--- src/rtl/divider_8_arbiter.sv ---
// divider_8_arbiter
//   Shares one repetitive-subtraction divider between two requesters.
//   In INITIAL the block arbitrates round-robin between Start0 and Start1.
//   It captures the winner's operands, then subtracts once per cycle in
//   COMPUTE. The result is held in DONE until the owner acknowledges.
//
// Ports
//   Clk, Resetn        clock, asynchronous active-low reset
//   Start0/1           level start request per requester
//   Xin0/1, Yin0/1     dividend / divisor per requester (sampled at grant)
//   Ack0/1             result acknowledge per requester (owner's only)
//   Grant              one-hot current owner, 00 when idle
//   Done0/1            result valid for the owning requester
//   Quotient/Remainder result, held from DONE until the next grant
//   DivByZero          current result came from a zero divisor
//   Busy               COMPUTE or DONE
//   Qi/Qc/Qd           one-hot state indicators
module divider_8_arbiter #(
    parameter int WIDTH = 8
) (
    input  logic             Clk,
    input  logic             Resetn,
    input  logic             Start0,
    input  logic [WIDTH-1:0] Xin0,
    input  logic [WIDTH-1:0] Yin0,
    input  logic             Ack0,
    input  logic             Start1,
    input  logic [WIDTH-1:0] Xin1,
    input  logic [WIDTH-1:0] Yin1,
    input  logic             Ack1,
    output logic [1:0]       Grant,
    output logic             Done0,
    output logic             Done1,
    output logic [WIDTH-1:0] Quotient,
    output logic [WIDTH-1:0] Remainder,
    output logic             DivByZero,
    output logic             Busy,
    output logic             Qi,
    output logic             Qc,
    output logic             Qd
);

    typedef enum logic [1:0] {
        INITIAL,
        COMPUTE,
        DONE
    } state_t;

    state_t           state;
    state_t           state_next;
    logic [WIDTH-1:0] x_reg;
    logic [WIDTH-1:0] y_reg;
    logic             last_served;
    logic             any_start;
    logic             pick_one;
    logic [WIDTH-1:0] xin_sel;
    logic [WIDTH-1:0] yin_sel;
    logic             ack_owner;

    // Requester 1 wins when it is the only one asking, or on a tie when
    // requester 0 was the last one served.
    always_comb begin
        any_start = Start0 | Start1;
        pick_one  = Start1 & (~Start0 | ~last_served);
        xin_sel   = pick_one ? Xin1 : Xin0;
        yin_sel   = pick_one ? Yin1 : Yin0;
        ack_owner = (Grant[0] & Ack0) | (Grant[1] & Ack1);
    end

    // State register
    always_ff @(posedge Clk or negedge Resetn) begin
        if (!Resetn) begin
            state <= INITIAL;
        end else begin
            state <= state_next;
        end
    end

    // Next-state logic
    always_comb begin
        state_next = state;
        case (state)
            INITIAL: begin
                if (any_start) begin
                    state_next = (yin_sel == '0) ? DONE : COMPUTE;
                end
            end
            COMPUTE: begin
                if (x_reg < y_reg) begin
                    state_next = DONE;
                end
            end
            DONE: begin
                if (ack_owner) begin
                    state_next = INITIAL;
                end
            end
            default: state_next = INITIAL;
        endcase
    end

    // Datapath and ownership registers
    always_ff @(posedge Clk or negedge Resetn) begin
        if (!Resetn) begin
            Grant       <= '0;
            x_reg       <= '0;
            y_reg       <= '0;
            Quotient    <= '0;
            Remainder   <= '0;
            DivByZero   <= 1'b0;
            last_served <= 1'b1;
        end else begin
            case (state)
                INITIAL: begin
                    if (any_start) begin
                        Grant <= pick_one ? 2'b10 : 2'b01;
                        x_reg <= xin_sel;
                        y_reg <= yin_sel;
                        if (yin_sel == '0) begin
                            Quotient  <= '1;
                            Remainder <= xin_sel;
                            DivByZero <= 1'b1;
                        end else begin
                            Quotient  <= '0;
                            DivByZero <= 1'b0;
                        end
                    end
                end
                COMPUTE: begin
                    if (x_reg >= y_reg) begin
                        x_reg    <= x_reg - y_reg;
                        Quotient <= Quotient + WIDTH'(1);
                    end else begin
                        Remainder <= x_reg;
                    end
                end
                DONE: begin
                    if (ack_owner) begin
                        last_served <= Grant[1];
                        Grant       <= '0;
                    end
                end
                default: ;
            endcase
        end
    end

    // Outputs decoded from registered state only
    always_comb begin
        Qi    = (state == INITIAL);
        Qc    = (state == COMPUTE);
        Qd    = (state == DONE);
        Busy  = (state == COMPUTE) | (state == DONE);
        Done0 = (state == DONE) & Grant[0];
        Done1 = (state == DONE) & Grant[1];
    end

endmodule
--- config.mk ---
export PLATFORM = sky130hd
export DESIGN_NAME = divider_8_arbiter
export DESIGN_NICKNAME = d
export VERILOG_FILES = /design/src/rtl/divider_8_arbiter.sv
export SDC_FILE = /design/constraint.sdc
export NUM_CORES = 1
export LEC_CHECK = 0
export ABC_AREA = 1
export CELL_PAD_IN_SITES_DETAIL_PLACEMENT = 1
export CELL_PAD_IN_SITES_GLOBAL_PLACEMENT = 1
export CORE_MARGIN = 5
export CORE_UTILIZATION = 35
export DETAILED_ROUTE_END_ITERATION = 8
export MAX_ROUTING_LAYER = met4
export PLACE_DENSITY = 0.85
export SLEW_MARGIN = 20
export SYNTH_ARGS = -nofsm -noshare
export SYNTH_HDL_FRONTEND = slang
export SYNTH_SLANG_ARGS = --single-unit
export TNS_END_PERCENT = 5
--- constraint.sdc ---
create_clock -name Clk -period 3 [get_ports Clk]
set_clock_uncertainty 0.2 [all_clocks]
set_input_delay 0.3 -clock Clk [delete_from_list [all_inputs] [get_ports Clk]]
set_output_delay 0.3 -clock Clk [all_outputs]
set_load 0.005 [all_outputs]
==> results.txt <==
Final Hold Vio Count: 0
nature of the critical path endpoint: flop
hold_buf cts: 1
DRT Pass-1 Iters: 4
Die Area: 0.00937 mm^2
power per cell area: 1030 mW/mm^2
setup bufs post-CTS: 0
Critical Path Most Common Cell: nand2_1
DRC: 0
Clk Latency, worst-skew pair: 300 ps
Post-DRT Antenna Nets: 0
setup_tns: 0 ps
status: completed
post-synth cell types: 30
first-pass GRT wire length: 13.1 mm
Cells after Synth: 391
Seq cells post-synth: 38
crit path kind: flop to flop
IO Port Bufs: 62
syn_nets: 442
fin area: 0.00345 mm^2
Post-Syn Area: 0.00264 mm^2
Leak: 0.00180 uW
number of buffers created by CTS: 5
Post-synth ARST share: 100%
largest net degree at the start of global routing: 39
worst-margin pin slew: 864 ps
crit start category: flop
die width: 96.8 um
reg2reg start: x_reg[0]$_DFFE_PN0P_
DIE HEIGHT: 96.8 um
Tcrit/Tclk final: 80.9%
total gr overflow: 0
Critical Path Start: x_reg[0]$_DFFE_PN0P_
DRT iter0 DRCs: 92
vias in the first global route: 2800
DP Cell Count: 544
yosys synthesis warning count: 0
Filler Cells Inserted: 981
Setup-failing EPs final: 0
Antenna diodes: 0
clk slew on worst S/H paths: 80 ps
clock root cell: clkbuf_8
area added between synthesis and finish: 31.0%
critical path's slowest cell: fa_1
number of vias per cell: 4.76
wire per inst: 13.6 um
Final #Nets: 504
slew margin rel.: 42.4%
drt total wl: 7.53 mm
Hold Path Origin: Remainder[5]$_DFFE_PN0P_
peak per-stage delay on the critical path: 400 ps
number of synthesized flops with an enable pin: 0
share of layout cells above drive strength 1: 6.17%
Initial Util: 36.2%
htree depth: 2
final non-filler cell total: 553
top_reg_cell synth: dfrtp_1
CP cell instances: inv_1 > ha_1 > inv_1 > fa_1 > nand3_1 > nand2_1 > nand2_1 > nand3_2 > nor2_1 > nor2_2 > buf_4 > nand2_1 > o21ai_1
Worst EP arrival: 2410 ps
RSZ-0062 raised after global routing: false
fin. max-slew vios: 0
Final min period: 2430 ps
clock buffer depth: 2
Min-Delay Path Class: flop to flop
cts repair resizes: 0
CTS tree: yes
Core Box Area: 0.00729 mm^2
fmax: 0.412 GHz
row count: 31
vias: 2634
TritonCTS Sinks: 38
gr usage total: 17.0%
Req. time, crit path: 2990 ps
placed cell areas: 0.00334 mm^2
Reg area: 952 um^2
maxcap violations: 0
DP HPWL: 5.85 mm
Syn Area/Cell: 6.74 um^2
Peak VDD IR: 0.000309 V
global placement routability congestion: 0.844
Hold WS: 276 ps
post-synthesis sequential area ratio: 36.1%
Multi-input gate area: 0.00143 mm^2
io pins: 63
antenna violations before repair: 0
largest fanout on the critical path: 15
==> Yosys cell counts (2+ instances only) <==
cell type / number / area, um^2
a21oi_1: 9 / 45.0
ha_1: 12 / 150
o21ai_0: 22 / 110
dfrtp_1: 37 / 926
nand2_4: 3 / 33.8
inv_1: 50 / 188
nor2_4: 2 / 22.5
nand2_1: 153 / 574
nand3b_1: 9 / 67.6
buf_2: 2 / 10.0
clkbuf_1: 3 / 11.3
nand3_1: 24 / 120
nand3_2: 2 / 20.0
o21ai_1: 15 / 75.1
nand4_1: 2 / 12.5
nand2_2: 2 / 12.5
nor2_1: 27 / 101
inv_2: 2 / 7.51
buf_4: 4 / 30.0
==> critical path: cells and delay by family (launching register included) <==
family	cells	cell delay, ps
adders and majority gates	2	560
and+or+nand+nor	7	730
buffers and inverters	3	390
AOI/OAI and AO/OA	1	60
DFF	1	370
==> layout by cell type (no fill, tap or decap), types with 3 or more instances in the layout <==
| cell type | count |
|---|---|
| a21oi_1 | 9 |
| clkbuf_8 | 5 |
| clkdlybuf4s50_1 | 61 |
| dfrtp_1 | 37 |
| ha_1 | 12 |
| inv_1 | 50 |
| nand2_1 | 153 |
| nand2_4 | 3 |
| nand3_1 | 24 |
| nand3b_1 | 9 |
| nor2_1 | 27 |
| o21ai_0 | 22 |
| o21ai_1 | 15 |
==> power breakdown <==
group	internal, uW	switching, uW	leakage [uW]
combinational	865	1370	0.00126
sequential	731	144	0.000479
clock	245	194	0.0000579
total	1840	1700	0.00180
==> path summary, 6_finish.rpt <==
check,end,cells after the start,slack (ps)
max,x_reg[2]$_DFFE_PN0P_,13,570
min,Remainder[5]$_DFFE_PN0P_,2,280
max reg2reg,x_reg[2]$_DFFE_PN0P_,13,570
min reg2reg,Remainder[5]$_DFFE_PN0P_,2,280
max in group asynchronous,y_reg[6]$_DFFE_PN0P_,2,1610
min in group asynchronous,Quotient[6]$_DFFE_PN0P_,2,450
==> routing by layer <==
layer	wire length, um	track usage (%)	share of wire [%]	up-vias
met5	0	-	0	-
met4	62	4.21	0.82	0
met3	235	3.31	3.1	5
met2	3720	29.9	49	49
met1	3510	19.9	47	1238
li1	-	-	-	1342
==> cell families after synthesis <==
| group | count (synthesis) | share of synthesized area [%] |
|---|---|---|
| AO/OA/AOI/OAI | 49 | 9.97 |
| XOR/XNOR | 2 | 0.665 |
| adder cells (fa/ha/maj) | 13 | 6.45 |
| buffers and inverters | 63 | 9.73 |
| flip-flops | 38 | 36.1 |
| AND/OR/NAND/NOR | 226 | 37.1 |
==> stage by stage <==
stage               util, %  total power (uW)  setup slack, ps
global route           47.4              3930              426
global placement       45.7              3010              565
floorplan                 -              2430              898
detailed placement     45.7              3130              513
finish                 47.4              3550              574
CTS                    47.4              3590              567
==> cell type report <==
cell class	instances	area share [%]
sequential	38	27.6
timing repair buffer	65	18.5
multi-input combinational	290	41.3
clock inverter	3	1.16
tap	99	3.59
inverter	53	5.83
clock buffer	5	1.99
(Power assumes the default switching activity.)
